===== src/rtl/sync_fifo_flags.sv =====
// Synchronous FIFO with occupancy flags, programmable almost-full/almost-empty and sticky errors.
// Latency: FWFT=0 -> rd_data valid one cycle after the read edge; FWFT=1 -> head word shown whenever non-empty.
// Backpressure: writes while full and reads while empty are dropped and latch overflow/underflow.
//
// Ports:
//   clk, rst            sole clock, synchronous active-high reset
//   wr_en, wr_data      push request and word (accepted only when not full)
//   rd_en               pop request (accepted only when not empty)
//   err_clr             clears the sticky overflow/underflow flags
//   rd_data             read word (registered or fall-through depending on FWFT)
//   full, empty, almost_full, almost_empty, count   occupancy status
//   overflow, underflow sticky error flags
//
// Parameter legality: 2 <= ADDR_WIDTH <= 10, 1 <= AE_THRESH < AF_THRESH <= 2**ADDR_WIDTH-1.
module sync_fifo_flags #(
    parameter int DATA_WIDTH = 8,
    parameter int ADDR_WIDTH = 6,
    parameter int FWFT       = 0,
    parameter int AF_THRESH  = (2**ADDR_WIDTH) - 4,
    parameter int AE_THRESH  = 4
) (
    input  logic                  clk,
    input  logic                  rst,
    input  logic                  wr_en,
    input  logic [DATA_WIDTH-1:0] wr_data,
    input  logic                  rd_en,
    input  logic                  err_clr,
    output logic [DATA_WIDTH-1:0] rd_data,
    output logic                  full,
    output logic                  empty,
    output logic                  almost_full,
    output logic                  almost_empty,
    output logic [ADDR_WIDTH:0]   count,
    output logic                  overflow,
    output logic                  underflow
);

    localparam int FIFO_DEPTH = 2**ADDR_WIDTH;

    localparam logic [ADDR_WIDTH:0]   CNT_FULL = (ADDR_WIDTH+1)'(FIFO_DEPTH);
    localparam logic [ADDR_WIDTH:0]   CNT_AF   = (ADDR_WIDTH+1)'(AF_THRESH);
    localparam logic [ADDR_WIDTH:0]   CNT_AE   = (ADDR_WIDTH+1)'(AE_THRESH);
    localparam logic [ADDR_WIDTH:0]   CNT_ONE  = (ADDR_WIDTH+1)'(1);
    localparam logic [ADDR_WIDTH-1:0] PTR_ONE  = ADDR_WIDTH'(1);

    logic [DATA_WIDTH-1:0] mem [FIFO_DEPTH];
    logic [ADDR_WIDTH-1:0] wr_ptr;
    logic [ADDR_WIDTH-1:0] rd_ptr;
    logic [ADDR_WIDTH:0]   count_q;
    logic                  wr_acc;
    logic                  rd_acc;

    // Flags come straight from the count register, so they describe the state
    // left by the previous edge; acceptance below therefore uses pre-edge flags.
    assign count        = count_q;
    assign full         = (count_q == CNT_FULL);
    assign empty        = (count_q == '0);
    assign almost_full  = (count_q >= CNT_AF);
    assign almost_empty = (count_q <= CNT_AE);

    assign wr_acc = wr_en && !full;
    assign rd_acc = rd_en && !empty;

    // Storage is not reset: pointers and count are, so stale words are unreachable.
    always_ff @(posedge clk) begin
        if (!rst && wr_acc) begin
            mem[wr_ptr] <= wr_data;
        end
    end

    always_ff @(posedge clk) begin
        if (rst) begin
            wr_ptr  <= '0;
            rd_ptr  <= '0;
            count_q <= '0;
        end else begin
            if (wr_acc) begin
                wr_ptr <= wr_ptr + PTR_ONE;
            end
            if (rd_acc) begin
                rd_ptr <= rd_ptr + PTR_ONE;
            end
            case ({wr_acc, rd_acc})
                2'b10:   count_q <= count_q + CNT_ONE;
                2'b01:   count_q <= count_q - CNT_ONE;
                default: count_q <= count_q;
            endcase
        end
    end

    // A new error event in the same cycle as err_clr keeps the flag set.
    always_ff @(posedge clk) begin
        if (rst) begin
            overflow  <= 1'b0;
            underflow <= 1'b0;
        end else begin
            overflow  <= (overflow  && !err_clr) || (wr_en && full);
            underflow <= (underflow && !err_clr) || (rd_en && empty);
        end
    end

    generate
        if (FWFT != 0) begin : g_fwft
            // Head word is shown combinationally; a word written into an empty
            // FIFO becomes visible as soon as count leaves zero.
            assign rd_data = empty ? '0 : mem[rd_ptr];
        end else begin : g_std
            logic [DATA_WIDTH-1:0] rd_q;

            // Rejected reads return zero rather than a stale word.
            always_ff @(posedge clk) begin
                if (rst) begin
                    rd_q <= '0;
                end else if (rd_en) begin
                    rd_q <= rd_acc ? mem[rd_ptr] : '0;
                end
            end

            assign rd_data = rd_q;
        end
    endgenerate

endmodule


===== config.mk =====
export PLATFORM = sky130hd
export DESIGN_NAME = sync_fifo_flags
export DESIGN_NICKNAME = d
export VERILOG_FILES = /design/src/rtl/sync_fifo_flags.sv
export SDC_FILE = /design/constraint.sdc
export NUM_CORES = 1
export LEC_CHECK = 0
export BUFFER_PORTS_ARGS = -buffer_cell sky130_fd_sc_hd__buf_2
export CAP_MARGIN = 5
export CORE_MARGIN = 8
export CORE_UTILIZATION = 35
export CTS_BUF_LIST = sky130_fd_sc_hd__clkbuf_8
export DETAILED_ROUTE_END_ITERATION = 8
export GPL_TIMING_DRIVEN = 0
export PLACE_DENSITY_LB_ADDON = 0.3
export SLEW_MARGIN = 20
export SYNTH_ARGS = -nofsm -noshare
export SYNTH_HDL_FRONTEND = slang
export SYNTH_SLANG_ARGS = --single-unit

===== constraint.sdc =====
create_clock -name clk -period 7.9 [get_ports clk]
set_input_delay 0.395 -clock clk [delete_from_list [all_inputs] [get_ports clk]]
set_output_delay 0.395 -clock clk [all_outputs]
set_load 0.005 [all_outputs]

==> reports/metrics.cfg <==
[status]
status=finished, final reports clean

[sta]
worst_slew_pin_slew_ps=1060
period_share_pct=51.6
drv_slew=0
setup_tns_ps=0
hold_viol=0
rsz0062_at_grt=no
layout_min_cycle_time_ps=4080
slew-limit-headroom_pct=29.3
setup_viol=0
max_clock_freq_ghz=0.245
finClkSkew_ps=34.7

[cells_and_area]
drive_gt1_share_pct=24.8
nFillCells=5377
areaGrowthSynthToFinish_pct=13.5
nets=1216

[global_routing]
grt_start_max_net_pins=65
use_met1_pct=20.1
antenna_found_initial=2
grt-ovfl-total=0
gr-max-usage-layer=met2
track_usage_pct=15.2
use_met2_pct=24.5
gr-usage-met3_pct=3.48
grt_pass1_vias=11200
grt_pass1_wl_um=77800

[power]
p_int_mw=5.00
p_comb_share_pct=18.1
sequentialPowerShare_pct=47.5
ir_drop_v=0.000105
leakage_nw=7.50
swShare_pct=27.1
power_switching_mw=1.86
p_clk_share_pct=34.4
fin_total_pwr_mw=6.86
p_per_area_nw_per_um2=283

[worst_setup_path]
required_ps=8490
crit_buf_inv=3
critPathSlowestCell=or4_4
crit_type=flip-flop to flip-flop
worst_setup_path_start_kind=flip-flop
max_stage_delay_ps=570
arrival_ps=4660
end_kind=flip-flop
startpoint=count[3]
crit_chain=buf_2, or4_4, o41ai_4, inv_2, ha_1, buf_1, xor2_1, ha_1, a21oi_1, a2bb2oi_1, a21boi_0, xor2_1, or3_1, a21oi_1
rrSetupSlack_ps=3820
r2r_start=count[3]
cp_max_fo=11
crit_family=compound AO/OA/AOI/OAI gates

[logic_synthesis]
synthesis.nets=1092
ys.flop_type=edfxtp_1
ys_seq_area_share_pct=75.2
ys_types=50
ys_ff_latch=547
ys_async_sr_fraction_pct=0
syn_inst=1074
yosysWarnings=0
netlist_top_cells_area=edfxtp_1 (72%), mux4_2 (14%), dfxtp_1 (3.3%)
yosys.area.top_type=edfxtp_1
syn_area_um2=21400
yosysTopAreaCellShare_pct=71.9
synth_area_per_cell_um2=19.9
synth_edf_count=512

[floorplan]
initial_core_util_pct=35.4
die_area_um2=69200
io_pins=34
die_w_um=263
fp.coreArea_um2=60400
rows=90
die_h_um=263

[clock_network]
tritoncts_num_sinks=547
clockBufferDepth=3
cts_root_buf=clkbuf_8
cts_buffers=88
cts_tree=built
cts_max_level=3
clkTransAtPathRegs_ps=60
clk_latency_ps=660

[worst_hold_path]
hp-class=input port to flip-flop
hp-start=rd_en

[routing]
wl_per_cell_um=26.0
antenna_left=0
vias_per_cell=5.30
drt_iter0_drc=863
wl_um=53400
drc=0
num_vias=10900
drtPass1Iterations=5

[placement]
portBuffers=32
gp_congestion=0.858
hpwlAfterDp_um=34000

[run]
maxCapViolations=0

==> power by group through the flow <==
stage	clock [mW]	combinational (mW)	sequential [mW]
finish	2.36	1.24	3.26
global route	2.53	1.33	3.27
CTS	2.41	1.26	3.26
detailed placement	0	1.26	3.32
global placement	0	1.24	3.32
floorplan	0	0.796	3.31
==> flip-flops by register name, summed over array words and instances, names as in the netlist, named ones only <==
register and cells:
overflow 1, count 7, underflow 1, rd_data 8, rd_ptr 6, mem 512, wr_ptr 6
==> cell type report <==
type	count	area [µm²]	share of cell area (%)
clock inverters	65	373	1.54
repair buffers	34	200	0.825
clock buffers	97	1340	5.50
well taps	782	978	4.03
multi-input cells	461	5010	20.6
flip-flops and latches	547	16100	66.2
plain buffers	63	282	1.16
inverters	3	11.3	0.0464
diodes	2	5.00	0.0206
==> per-stage QoR <==
stage / instances / instance area [µm²] / setup slack (ps) / utilization, % / hold WS (ps)
after floorplan: 1074 / 21400 / 4420 / - / 452
after global placement: 1888 / 22500 / 3940 / 37.3 / 495
after detailed placement: 1888 / 22500 / 3860 / 37.3 / 505
after CTS: 2052 / 24300 / 3840 / 40.2 / 5.87
after global routing: 2053 / 24300 / 3630 / 40.2 / 78.6
final: 2054 / 24300 / 3820 / 40.2 / 63.8
==> what timing repair did <==
| action | in CTS | in global routing |
|---|---|---|
| resized for setup | 0 | 0 |
| hold buffers | 2 | 0 |
| buffers inserted | 0 | 0 |
| endpoints found under the hold margin | 1 | 0 |
==> synth_stat cells (2+ instances only) <==
cell type / n
edfxtp_1: 512
buf_1: 5
a22oi_1: 16
a21oi_1: 36
clkbuf_1: 36
nor2_1: 96
nor3b_1: 2
o21ai_0: 7
dfxtp_1: 35
buf_2: 18
a32oi_1: 2
a221oi_1: 5
o21bai_1: 3
ha_1: 5
nor3_1: 3
nand2_1: 25
inv_1: 2
nor2b_1: 23
xor2_1: 12
a211oi_1: 21
buf_4: 2
nand3_1: 6
mux4_2: 135
mux2i_1: 19
or3_1: 4
nand3b_1: 5
buf_6: 2
nand4_1: 5
o31ai_1: 2
or3b_2: 2
xnor2_1: 5
a31oi_1: 2
mux2_2: 2
and3b_1: 2
a21boi_0: 2
==> path summary, 6_finish.rpt <==
| kind | cells after the start | to |
|---|---|---|
| worst min register to register | 2 | rd_ptr[1] |
| worst min-delay path | 3 | underflow |
| worst max-delay path | 14 | count[4] |
| worst max register to register | 14 | count[4] |
==> placed cells by master, fill, tap and decap left out, drive strengths merged, types with 3 or more instances in the layout <==
cell type and count:
clkbuf 133, o21ai 7, nor2b 23, a21oi 36, mux2i 19, buf 59, or3 4, nand4 5
nand2 25, nor2 96, dfxtp 35, clkinv 32, nand3 6, nor3 3, xnor2 5, mux4 135
a221oi 6, bufinv 4, ha 5, a211oi 21, xor2 12, nand3b 5, nor3b 3, o21bai 3
inv 30, edfxtp 512, a22oi 16
==> cells by family (layout without fill, tap and decap cells) <==
kind of cell	after synthesis	in the layout	share of synthesized area, %
flip-flops	547	547	75.2
other	0	2	0
adder cells (fa/ha/maj)	5	5	0.293
buffers and inverters	66	262	1.37
multiplexers	156	156	15.2
AO/OA/AOI/OAI	101	101	3.21
AND/OR/NAND/NOR	182	182	4.02
XOR/XNOR	17	17	0.696
==> metal layers <==
metal / wire length (µm) / up-vias
met5: 0 / -
met4: 1490 / 0
li1: - / 4659
met3: 3330 / 86
met1: 23100 / 5790
met2: 25400 / 356
==> worst min-delay path: stages <==
cell and delay [ps]:
buf_2 130, a21oi_1 70, nor2_1 90
Power figures use the tool's default switching activity.
